===== src/rtl/mems_spi_pkg.sv =====
// Shared definitions for the MEMS-driver DAC path: frame width, FSM
// encoding and the DAC command prefixes used by the ROM and sequencer.
package mems_spi_pkg;

   localparam int DAC_WORD_WIDTH = 24;

   // FSM encoding, kept as plain constants so other blocks can decode it
   localparam logic [1:0] ST_IDLE  = 2'd0;
   localparam logic [1:0] ST_SHIFT = 2'd1;
   localparam logic [1:0] ST_GAP   = 2'd2;

   typedef enum logic [1:0] {
      IDLE  = ST_IDLE,
      SHIFT = ST_SHIFT,
      GAP   = ST_GAP
   } spi_state_e;

   // Command prefix = upper byte of the 24-bit word:
   // [23:22] don't care, [21:19] command, [18:16] channel address
   localparam logic [7:0] DAC_CMD_SW_RESET   = 8'h28;
   localparam logic [7:0] DAC_CMD_LDAC_SETUP = 8'h30;
   localparam logic [7:0] DAC_CMD_WRUP_A     = 8'h18;
   localparam logic [7:0] DAC_CMD_WRUP_B     = 8'h19;
   localparam logic [7:0] DAC_CMD_WRUP_C     = 8'h1A;
   localparam logic [7:0] DAC_CMD_WRUP_D     = 8'h1B;

   // Assemble a full DAC word from a command prefix and a 16-bit payload
   function automatic logic [DAC_WORD_WIDTH-1:0] dac_word(input logic [7:0]  prefix,
                                                         input logic [15:0] val);
      return {prefix, val};
   endfunction

   // Write-and-update prefix for channel 0..3 (A..D)
   function automatic logic [7:0] dac_wrup_prefix(input logic [1:0] ch);
      return DAC_CMD_WRUP_A | {6'd0, ch};
   endfunction

endpackage


===== src/rtl/spi_phase_timer.sv =====
// Half-period timer for the SPI clock: a CLK_DIV down-counter that emits
// a one-cycle tick each time a half period of SCLK has elapsed.
module spi_phase_timer #(
   parameter int CLK_DIV = 2
) (
   input  logic clk_i,
   input  logic rst_i,      // synchronous, active low
   input  logic restart_i,  // align the first half period to frame start
   input  logic en_i,
   output logic tick_o
);

   localparam logic [7:0] RELOAD = 8'(CLK_DIV - 1);

   logic [7:0] cnt_q, cnt_d;

   // Next count: reload on restart or on terminal count, else count down
   always_comb begin
      cnt_d = cnt_q;
      if (restart_i) begin
         cnt_d = RELOAD;
      end else if (en_i) begin
         cnt_d = (cnt_q == 8'd0) ? RELOAD : cnt_q - 8'd1;
      end
   end

   // Tick on terminal count; a restart in the same cycle takes priority
   assign tick_o = en_i && !restart_i && (cnt_q == 8'd0);

   // Counter register
   always_ff @(posedge clk_i) begin
      if (!rst_i) begin
         cnt_q <= 8'd0;
      end else begin
         cnt_q <= cnt_d;
      end
   end

endmodule


===== src/rtl/dac_spi_master.sv =====
// SPI master for the four-channel MEMS-driver DAC. Accepts one word per
// start/busy handshake, shifts it out MSB first on mosi (changing on SCLK
// rise), captures miso on SCLK fall, then holds sync_n high for a gap.
module dac_spi_master
   import mems_spi_pkg::*;
#(
   parameter int WIDTH     = DAC_WORD_WIDTH,
   parameter int CLK_DIV   = 2,
   parameter int SYNC_HIGH = 2
) (
   input  logic             clk_i,
   input  logic             rst_i,      // synchronous, active low
   input  logic             start_i,
   input  logic [WIDTH-1:0] data_in_i,
   output logic             busy_o,
   output logic             new_data_o,
   output logic [WIDTH-1:0] data_out_o,
   output logic             sclk_o,
   output logic             mosi_o,
   input  logic             miso_i,
   output logic             sync_n_o
);

   localparam int         BW       = (WIDTH > 1) ? $clog2(WIDTH) : 1;
   localparam logic [BW-1:0] BIT_TOP = BW'(WIDTH - 1);
   // GAP counts down to zero; the new_data cycle is the first gap cycle
   localparam logic [7:0] GAP_LOAD = 8'(SYNC_HIGH - 1);

   spi_state_e       state_q, state_d;
   logic             busy_q, busy_d;
   logic             new_data_q, new_data_d;
   logic [WIDTH-1:0] data_out_q, data_out_d;
   logic             sclk_q, sclk_d;
   logic             mosi_q, mosi_d;
   logic             sync_n_q, sync_n_d;
   logic [WIDTH-1:0] tx_q, tx_d;
   logic [WIDTH-1:0] rx_q, rx_d;
   logic [BW-1:0]    bit_q, bit_d;
   logic [7:0]       gap_q, gap_d;

   logic accept;
   logic tick;

   // Start is only honoured from IDLE, which is exactly when busy is low
   assign accept = (state_q == IDLE) && start_i;

   spi_phase_timer #(
      .CLK_DIV (CLK_DIV)
   ) u_timer (
      .clk_i     (clk_i),
      .rst_i     (rst_i),
      .restart_i (accept),
      .en_i      (state_q == SHIFT),
      .tick_o    (tick)
   );

   // Next-state and output logic for the frame FSM
   always_comb begin
      state_d    = state_q;
      busy_d     = busy_q;
      new_data_d = 1'b0;
      data_out_d = data_out_q;
      sclk_d     = sclk_q;
      mosi_d     = mosi_q;
      sync_n_d   = sync_n_q;
      tx_d       = tx_q;
      rx_d       = rx_q;
      bit_d      = bit_q;
      gap_d      = gap_q;

      case (state_q)
         IDLE: begin
            if (start_i) begin
               // MSB goes out immediately; the first high phase is the
               // sync_n-to-SCLK-fall setup time
               state_d  = SHIFT;
               busy_d   = 1'b1;
               sync_n_d = 1'b0;
               sclk_d   = 1'b1;
               mosi_d   = data_in_i[WIDTH-1];
               tx_d     = {data_in_i[WIDTH-2:0], 1'b0};
               rx_d     = '0;
               bit_d    = BIT_TOP;
            end
         end

         SHIFT: begin
            if (tick) begin
               if (sclk_q) begin
                  // Falling edge: DAC samples mosi, we sample miso
                  sclk_d = 1'b0;
                  rx_d   = {rx_q[WIDTH-2:0], miso_i};
               end else if (bit_q == '0) begin
                  // Low phase of the last bit done: close the frame
                  state_d    = GAP;
                  sclk_d     = 1'b1;
                  sync_n_d   = 1'b1;
                  mosi_d     = 1'b0;
                  new_data_d = 1'b1;
                  data_out_d = rx_q;
                  gap_d      = GAP_LOAD;
               end else begin
                  // Rising edge: present the next bit
                  sclk_d = 1'b1;
                  mosi_d = tx_q[WIDTH-1];
                  tx_d   = {tx_q[WIDTH-2:0], 1'b0};
                  bit_d  = bit_q - 1'b1;
               end
            end
         end

         GAP: begin
            if (gap_q == 8'd0) begin
               state_d = IDLE;
               busy_d  = 1'b0;
            end else begin
               gap_d = gap_q - 8'd1;
            end
         end

         default: begin
            state_d  = IDLE;
            busy_d   = 1'b0;
            sclk_d   = 1'b1;
            mosi_d   = 1'b0;
            sync_n_d = 1'b1;
         end
      endcase
   end

   // State and output registers; reset aborts any frame in flight
   always_ff @(posedge clk_i) begin
      if (!rst_i) begin
         state_q    <= IDLE;
         busy_q     <= 1'b0;
         new_data_q <= 1'b0;
         data_out_q <= '0;
         sclk_q     <= 1'b1;
         mosi_q     <= 1'b0;
         sync_n_q   <= 1'b1;
         tx_q       <= '0;
         rx_q       <= '0;
         bit_q      <= '0;
         gap_q      <= 8'd0;
      end else begin
         state_q    <= state_d;
         busy_q     <= busy_d;
         new_data_q <= new_data_d;
         data_out_q <= data_out_d;
         sclk_q     <= sclk_d;
         mosi_q     <= mosi_d;
         sync_n_q   <= sync_n_d;
         tx_q       <= tx_d;
         rx_q       <= rx_d;
         bit_q      <= bit_d;
         gap_q      <= gap_d;
      end
   end

   assign busy_o     = busy_q;
   assign new_data_o = new_data_q;
   assign data_out_o = data_out_q;
   assign sclk_o     = sclk_q;
   assign mosi_o     = mosi_q;
   assign sync_n_o   = sync_n_q;

endmodule

===== config.mk =====
export PLATFORM = sky130hd
export DESIGN_NAME = dac_spi_master
export DESIGN_NICKNAME = d
export VERILOG_FILES = /design/src/rtl/mems_spi_pkg.sv /design/src/rtl/spi_phase_timer.sv /design/src/rtl/dac_spi_master.sv
export SDC_FILE = /design/constraint.sdc
export NUM_CORES = 1
export LEC_CHECK = 0
export CAP_MARGIN = 25
export CORE_MARGIN = 1.5
export CORE_UTILIZATION = 50
export DETAILED_ROUTE_END_ITERATION = 10
export PLACE_DENSITY = 0.73
export SLEW_MARGIN = 20
export SYNTH_ARGS = -nofsm -noshare
export SYNTH_HDL_FRONTEND = slang
export SYNTH_SLANG_ARGS = --single-unit

===== constraint.sdc =====
create_clock -name clk_i -period 2.8 [get_ports clk_i]
set_input_delay 0.28 -clock clk_i [delete_from_list [all_inputs] [get_ports clk_i]]
set_output_delay 0.28 -clock clk_i [all_outputs]
set_load 0.1 [all_outputs]

# Word level (Yosys, flattened, before mapping)

Cells that the tools add are included.

Add/sub/neg operators: 3
Equal/unequal tests: 10
Muxes and demuxes: 45
Bitwise operators: 5
Reductions and logical operators: 22

Operators with widths:

| kind                                                                  | count |
|---|---|
| 24-bit 2-to-1 mux                                                     | 7 |
| 24-bit one-hot mux with 2 select lines                                | 2 |
| 8-bit 2-to-1 mux                                                      | 5 |
| 5-bit 2-to-1 mux                                                      | 4 |
| 5-bit AND reduction                                                   | 4 |
| 8-bit logical NOT                                                     | 2 |
| 2-bit inequality test, second input constant                          | 8 |
| 8-bit one-hot mux with 2 select lines                                 | 1 |
| 8-bit by 1-bit subtractor with 8-bit output, second input constant    | 2 |
| 1-bit 2-to-1 mux                                                      | 15 |
| 1-bit one-hot mux with 3 select lines                                 | 4 |
| 4-bit AND reduction                                                   | 3 |
| 2-bit 2-to-1 mux                                                      | 5 |
| 5-bit one-hot mux with 2 select lines                                 | 1 |
| 2-bit one-hot mux with 3 select lines                                 | 1 |
| 3-bit AND reduction                                                   | 2 |
| 2-bit nonzero test                                                    | 3 |
| 5-bit logical NOT                                                     | 1 |
| 1-bit inverter                                                        | 5 |
| 5-bit by 1-bit subtractor with 5-bit output, second input constant    | 1 |
| 4-bit OR reduction                                                    | 1 |
| 1-bit logical AND                                                     | 3 |
| 2-bit by 1-bit equality test with 1-bit output, second input constant | 1 |
| 2-bit equality test, second input constant                            | 1 |
| other kinds (3)                                                       | 3 |

Bits in registers: 100
Output and inout port bits: 29
Logic and storage cells: 98

# Depth between registers and ports, before layout

Gate-level depths: netlist of run 1.

Depth after elaboration: 7
Depth in mapped cells: 9

# Hierarchy

Synthesis of run 1 repeated with hierarchy kept, for this count alone.

Cell total of the unflattened synthesis: 460
Area total of the unflattened synthesis: 4176.5 um^2

Modules (own cells, without submodules):

| module          | times used | cells each | area each (um^2) |
|---|---|---|---|
| dac_spi_master  | 1          | 416        | 3771.1 |
| spi_phase_timer | 1          | 44         | 405.4 |

# Worst setup path before layout of run 1

OpenSTA, ideal clock, no wires.

Path type: register to register
Start: reg sclk_q (netlist: sclk_o)
End: reg data_out_q[19] (netlist: data_out_o[19])
Library setup time: 0.132 ns
Data arrival time: 2.337 ns
Data required time: 2.668 ns
Slack: 0.330 ns
Stages on the path, launching flop included: 8
Clock period less this slack: 2.470 ns
Cells stage by stage: dfxtp_1 > or3b_2 > clkbuf_1 > or4_1 > buf_2 > buf_2 > nand2_1 > a21oi_1

Cells in the longest elaborated chain, start to end: 2

RTL lines:

| item                          | RTL line              | source |
|---|---|---|
| start, declared               | dac_spi_master.sv:33  | `logic sclk_q, sclk_d;` |
| start signal, assigned        | dac_spi_master.sv:150 | `sclk_q <= sclk_d;` |
| 1-bit inverter (no line)      | --                    |  |
| 4-bit AND reduction (no line) | --                    |  |
| end signal, assigned          | dac_spi_master.sv:149 | `data_out_q <= data_out_d;` |
| end, declared                 | dac_spi_master.sv:32  | `logic [WIDTH-1:0] data_out_q, data_out_d;` |

Every way passes these cells.
A chain may end at the register's enable or synchronous reset.

# Worst setup path after layout of run 1

Start: reg u_timer.cnt_q[0]
End: reg tx_q[22]

Cells in the longest elaborated chain, start to end: 4

RTL lines:

| item                            | RTL line              | source |
|---|---|---|
| start, declared                 | spi_phase_timer.sv:15 | `logic [7:0] cnt_q, cnt_d;` |
| start signal, assigned          | spi_phase_timer.sv:35 | `cnt_q <= cnt_d;` |
| 8-bit logical NOT               | spi_phase_timer.sv:28 | `assign tick_o = en_i && !restart_i && (cnt_q == 8'd0);` |
| 1-bit logical AND               | spi_phase_timer.sv:28 |  |
| 2-bit inequality test (no line) | --                    |  |
| 5-bit AND reduction (no line)   | --                    |  |
| end signal, assigned            | dac_spi_master.sv:153 | `tx_q <= tx_d;` |
| end, declared                   | dac_spi_master.sv:36  | `logic [WIDTH-1:0] tx_q, tx_d;` |

Every way passes these cells.

==> results.yml, run 1 <==
synthesis:
  synth_edf_count: 0
  synth_fp_nets: 496
  async_flop_share_pct: 0
  ys.flop_type: "dfxtp_1"
  netlist_area_mm2: 0.00401
  yosys_warnings: 0
  seq_area_frac_synth_pct: 49.4
  synth-seq-cells: 99
  postSynthAreaPerCell_um2: 8.66
  synth_cell_type_count: 45
  synth_cells: 463
cts:
  worstSkewPairLatency_ns: 0.36
  cts_buffer_depth: 2
  clk_pin_slew_worst_paths_ns: 0.10
  cts-root-buf: "clkbuf_8"
  htree_levels: 3
  cts.sinks: 99
  cts_hold_buf: 0
  postCtsSetupBuffers: 0
  tritoncts: "done"
  cts_buffers: 9
  cts.repair.resized: 0
placed_design:
  gp_congestion: 0.836
  dpl_worst_slack_ns: 0.536
  post-dp-hpwl_mm: 5.45
  io_buffer_count: 56
layout:
  drive_gt1_share_pct: 13.2
  fillers: 691
  num_antenna_cells: 0
  syn_to_final_growth_pct: 19.3
  fin_nets: 542
timing:
  drv_slew: 0
  finalHoldViolCount: 0
  fin_crit_sh_pct: 81.4
  max_slew_margin_pct: 59.4
  clock.fmax_mhz: 439
  rsz0062_at_grt: "no"
  setup_violations: 0
  period_minus_slack_ns: 2.28
  fin_setup_tns_ns: 0
  worstMarginPinSlew_ns: 0.601
  finalWorstSetupSlack_ns: 0.520
  skew_ns: 0.0130
drt:
  dr.pass1.iters: 4
  wl_per_cell_um: 13.2
  drc_errors: 0
  dr.first_iter.drc_count: 182
  vias_per_cell: 5.59
  finalWirelength_mm: 8.15
  dr_total_vias: 3444
  final_antenna_net_count: 0
setup_path:
  cp.buffers_inverters: 2
  cp_cell_sequence: "inv_1 > ha_1 > or3b_2 > o41ai_4 > buf_12 > nor2_1 > a311oi_1"
  worst_setup_path_end_kind: "register"
  cpMaxStageDelayCell: "or3b_2"
  cp-start-kind: "register"
  path_max_fanout: 50
  crit_path_max_incr_delay_ns: 0.56
  worst-setup-path-type: "register to register"
  critPathTopFamily: "compound AO/OA/AOI/OAI gates"
  required_ns: 3.07
  worstPathArrival_ns: 2.55
power_and_ir_drop:
  leakagePower_nw: 1.78
  ir_drop_mv: 0.308
  p_per_area_mw_per_mm2: 575
  p_total_w: 0.00275
global_route:
  grt_pass1_wl_mm: 13.8
  grt_max_degree: 51
  antenna_found_initial: 0
  grt_usage_pct: 19.9
  gr-total-overflow: 0
  grt_pass1_vias: 3108
floorplan:
  io_pins: 57
  coreArea_mm2: 0.00773
  row_count: 32
  die_w_um: 92.6
  die_h_um: 92.6
  die_area_mm2: 0.00857
  start_util_pct: 51.9
run:
  cap_violations: 0
run_status:
  status: "complete, no violations"
min_path:
  hold_class: "register to register"
[where the power goes]
group          total [W]  switching, W  internal [W]
clock network   0.000857      0.000520      0.000337
logic           0.000391      0.000239      0.000151
registers        0.00150     0.0000413       0.00146
total            0.00275      0.000801       0.00195
[synthesized netlist by cell type, types with 2 or more instances]
| master | n | area share (%) |
|---|---|---|
| a2111oi_0 | 2 | 0.44 |
| a21oi_1 | 37 | 4.6 |
| a22o_1 | 24 | 5.2 |
| a311oi_1 | 25 | 5.5 |
| a31oi_1 | 5 | 0.78 |
| buf_2 | 7 | 0.87 |
| clkbuf_1 | 25 | 2.3 |
| dfxtp_1 | 99 | 49 |
| ha_1 | 5 | 1.6 |
| inv_1 | 8 | 0.75 |
| nand2_1 | 102 | 9.5 |
| nand2b_1 | 3 | 0.47 |
| nand3_1 | 8 | 1.0 |
| nand4_1 | 3 | 0.47 |
| nor2_1 | 37 | 3.5 |
| nor2b_1 | 3 | 0.47 |
| nor3_1 | 9 | 1.1 |
| nor3b_1 | 3 | 0.56 |
| nor4_1 | 7 | 1.1 |
| o211ai_1 | 2 | 0.37 |
| o21a_1 | 2 | 0.37 |
| o21ai_0 | 8 | 1.0 |
| o22ai_1 | 3 | 0.47 |
| o31ai_1 | 2 | 0.37 |
| or3b_2 | 4 | 0.87 |
| or4_1 | 5 | 0.94 |
| xnor2_1 | 2 | 0.44 |
| xor2_1 | 6 | 1.3 |
[kinds of logic (layout without fill, tap and decap cells)]
kind of cell,after synthesis,in the layout,synth area share (%)
adders and majority gates,5,5,1.56
and+or+nand+nor,188,188,21.2
AOI/OAI and AO/OA,117,117,21.0
buffers and inverters,44,95,4.62
xor gates and xnor gates,8,8,1.75
DFF,99,99,49.4
muxes,2,2,0.530
[final timing paths]
path / slack (ns) / startpoint / depth (start not counted) / to
worst max-delay path: 0.52 / u_timer.cnt_q[0] / 7 / tx_q[22]
worst min-delay path: 0.46 / data_out_o[0] / 2 / data_out_o[0]
worst max register to register: 0.52 / u_timer.cnt_q[0] / 7 / tx_q[22]
worst min register to register: 0.46 / data_out_o[0] / 2 / data_out_o[0]
[worst min-delay path, cell delays in order, from the launching register on]
cell	delay (ns)
dfxtp_1	0.32
nand2_1	0.05
a21oi_1	0.05
[sequential cells by signal, summed over array words and instances (netlist names)]
register and flops:
data_out_o 24, new_data_o 1, sclk_o 1, tx_q 23
sync_n_o 1, bit_q 5, mosi_o 1, gap_q 8
rx_q 24, state_q 2, busy_o 1, u_timer.cnt_q 8
[routing by layer]
metal | GRT usage, % | up-vias | share of wire [%]
met5 | 0 | - | 0
met1 | 24.2 | 1617 | 45
met4 | 7.95 | 0 | 1.7
met3 | 4.27 | 12 | 4.5
met2 | 33.9 | 80 | 48
li1 | - | 1735 | -
[stage by stage]
stage / hold WS [ns] / instances / cell area [µm²] / util, %
3_3_place_gp: 0.441 / 600 / 4600 / 59.5
3_5_place_dp: 0.446 / 600 / 4600 / 59.5
4_1_cts: 0.461 / 616 / 4780 / 61.9
5_1_grt: 0.475 / 616 / 4780 / 61.9
6_report: 0.457 / 616 / 4780 / 61.9
2_1_floorplan: 0.406 / 463 / 4010 / -
[placed cells by master, fill, tap and decap left out, drive strengths merged, types with 6 or more instances in the layout]
| master | n |
|---|---|
| a22o | 24 |
| inv | 10 |
| xor2 | 6 |
| a311oi | 25 |
| o21ai | 9 |
| buf | 43 |
| dfxtp | 99 |
| nor4 | 8 |
| nand3 | 8 |
| nor3 | 9 |
| clkbuf | 9 |
| a21oi | 37 |
| nor2 | 37 |
| clkdlybuf4s50 | 27 |
| nand2 | 102 |
[final cells by class]
cell class / count / area [µm²] / share of cell area [%]
Tap cell: 102 / 128 / 2.67
Multi-Input combinational cell: 320 / 1850 / 38.7
Sequential cell: 99 / 1980 / 41.4
Clock inverter: 7 / 61.3 / 1.28
Clock buffer: 9 / 124 / 2.59
Inverter: 9 / 33.8 / 0.706
Timing Repair Buffer: 70 / 606 / 12.7
No activity file was read; power rests on OpenSTA's default activity.
==> run 2: changes to the inputs <==
==> constraint.sdc (replaced) <==
create_clock -name clk_i -period 2.1 [get_ports clk_i]
set_input_delay 0.21 -clock clk_i [delete_from_list [all_inputs] [get_ports clk_i]]
set_output_delay 0.21 -clock clk_i [all_outputs]
set_load 0.1 [all_outputs]
==> results.yml, run 2 (synthesized netlist as in run 1, its figures left out) <==
power_and_ir_drop:
  leakagePower_nw: 1.90
  ir_drop_mv: 0.434
  p_per_area_mw_per_mm2: 760
  p_total_w: 0.00382
global_route:
  grt_max_degree: 38
  grt_usage_pct: 21.7
  antenna_found_initial: 0
  grt_pass1_wl_mm: 14.9
  grt_pass1_vias: 3215
  gr-total-overflow: 0
drt:
  dr.first_iter.drc_count: 121
  wl_per_cell_um: 14.4
  dr_total_vias: 3595
  dr.pass1.iters: 5
  finalWirelength_mm: 9.15
  met3_length_um: 371
  vias_per_cell: 5.66
  highest_layer: "met4"
  wl_met2_mm: 4.49
  final_antenna_net_count: 0
  drc_errors: 0
  met1_length_mm: 4.20
timing:
  worstMarginPinSlew_ns: 0.567
  rsz0062_at_grt: "yes"
  fin_crit_sh_pct: 96.9
  setup_violations: 0
  skew_ns: 0.00610
  period_minus_slack_ns: 2.03
  finalHoldViolCount: 0
  clock.fmax_mhz: 491
  drv_slew: 0
  max_slew_margin_pct: 61.9
cts:
  cts-root-buf: "clkbuf_8"
  cts_buffers: 9
  cts.sinks: 99
  tritoncts: "done"
  clk_pin_slew_worst_paths_ns: 0.10
  htree_levels: 3
  worstSkewPairLatency_ns: 0.37
  cts_buffer_depth: 2
layout:
  final_cell_mix: "nand2_1 (101), dfxtp_1 (96), buf_4 (55), nor2_1 (37), a21oi_1 (36)"
  finalInstanceArea_mm2: 0.00502
  drive_gt1_share_pct: 18.8
  num_antenna_cells: 0
  final_common_cell: "nand2_1"
  syn_to_final_growth_pct: 25.3
  fin_nets: 561
setup_path:
  worst-setup-path-type: "register to register"
  path_max_fanout: 14
  required_ns: 2.35
  ff2ff_setup_slack_ns: 0.07
  reg2reg_depth: 6
  worst_setup_path_end_kind: "register"
  rr_endpoint: "gap_q[5]"
  cp-start-kind: "register"
  worstPathArrival_ns: 2.29
  timing.rr.start: "bit_q[1]"
floorplan:
  start_util_pct: 51.9
  coreArea_mm2: 0.00773
  io_pins: 57
  die_w_um: 92.6
  die_h_um: 92.6
  row_count: 32
  die_area_mm2: 0.00857
run:
  cap_violations: 0
placed_design:
  post-dp-hpwl_mm: 5.79
  io_buffer_count: 56
  placed_area_mm2: 0.00471
  gp_congestion: 0.814
min_path:
  hold_class: "input port to register"
  holdPathStages: 3
  holdPathEnd: "tx_q[13]"
  holdCritStartpoint: "data_in_i[12]"
run_status:
  status: "complete, no violations"
==> run 2: cell count changes in the layout (fill, tap and decap cells not counted), sizes merged <==
| cell | previous run | this run |
|---|---|---|
| buf | 43 | 59 |
| clkbuf | 9 | 11 |
| clkinvlp | 2 | 0 |
| inv | 10 | 12 |
| or4 | 5 | 6 |
==> run 2: worst max-delay path by stage <==
stage | to | depth (start not counted) | startpoint
after floorplan | data_out_o[19] | 9 | bit_q[1]
after global placement | bit_q[2] | 6 | start_i
after detailed placement | bit_q[2] | 6 | start_i
after CTS | bit_q[0] | 5 | u_timer.cnt_q[2]
after global routing | gap_q[5] | 6 | bit_q[0]
final | gap_q[5] | 6 | bit_q[1]
==> run 2: metrics by stage <==
| stage | instances | setup WS [ns] | hold slack [ns] | utilization [%] | setup TNS (ns) |
|---|---|---|---|---|---|
| final | 635 | 0.0654 | 0.404 | 65.0 | 0 |
| after global routing | 635 | -0.0117 | 0.412 | 65.0 | -0.0396 |
| after CTS | 628 | 0.00708 | 0.390 | 63.6 | 0 |
| after detailed placement | 612 | 0.000512 | 0.445 | 61.0 | 0 |
| after global placement | 612 | 0.0149 | 0.439 | 61.0 | 0 |
| after floorplan | 463 | -0.0101 | 0.336 | - | -0.121 |
==> run 2: repair_timing <==
item,in CTS,in global routing
buffers inserted,0,3
endpoints found under the setup margin,3,83
pin swaps,0,7
hold buffers,0,0
cloned,0,4
resized for setup,2,13
==> run 2: cell type report <==
class	instances	area (µm²)
fill	650	2700
clock inverter	7	68.8
multi-input combinational	321	1910
sequential	99	1990
inverter	9	33.8
clock buffer	9	124
tap	102	128
timing repair buffer	88	773
==> run 2: metal layers <==
| metal | global-route usage (%) | vias to the layer above |
|---|---|---|
| met3 | 4.02 | 7 |
| met2 | 36.2 | 86 |
| met1 | 27.8 | 1717 |
| met5 | 0 | - |
| li1 | - | 1785 |
| met4 | 8.21 | 0 |
==> run 2: where the power goes <==
group	leakage [nW]	internal, W	switching [W]	total, W
clock	0.0997	0.000466	0.000727	0.00119
combinational	0.996	0.000260	0.000362	0.000622
sequential	0.806	0.00195	0.0000524	0.00200
total	1.90	0.00268	0.00114	0.00382
==> run 2: worst max-delay path, cell delays in order (launching register included) <==
cell and delay [ns]:
dfxtp_2 0.35, inv_2 0.07, ha_4 0.14, or4b_4 0.50
or4_4 0.66, nand3_1 0.13, a21oi_1 0.06
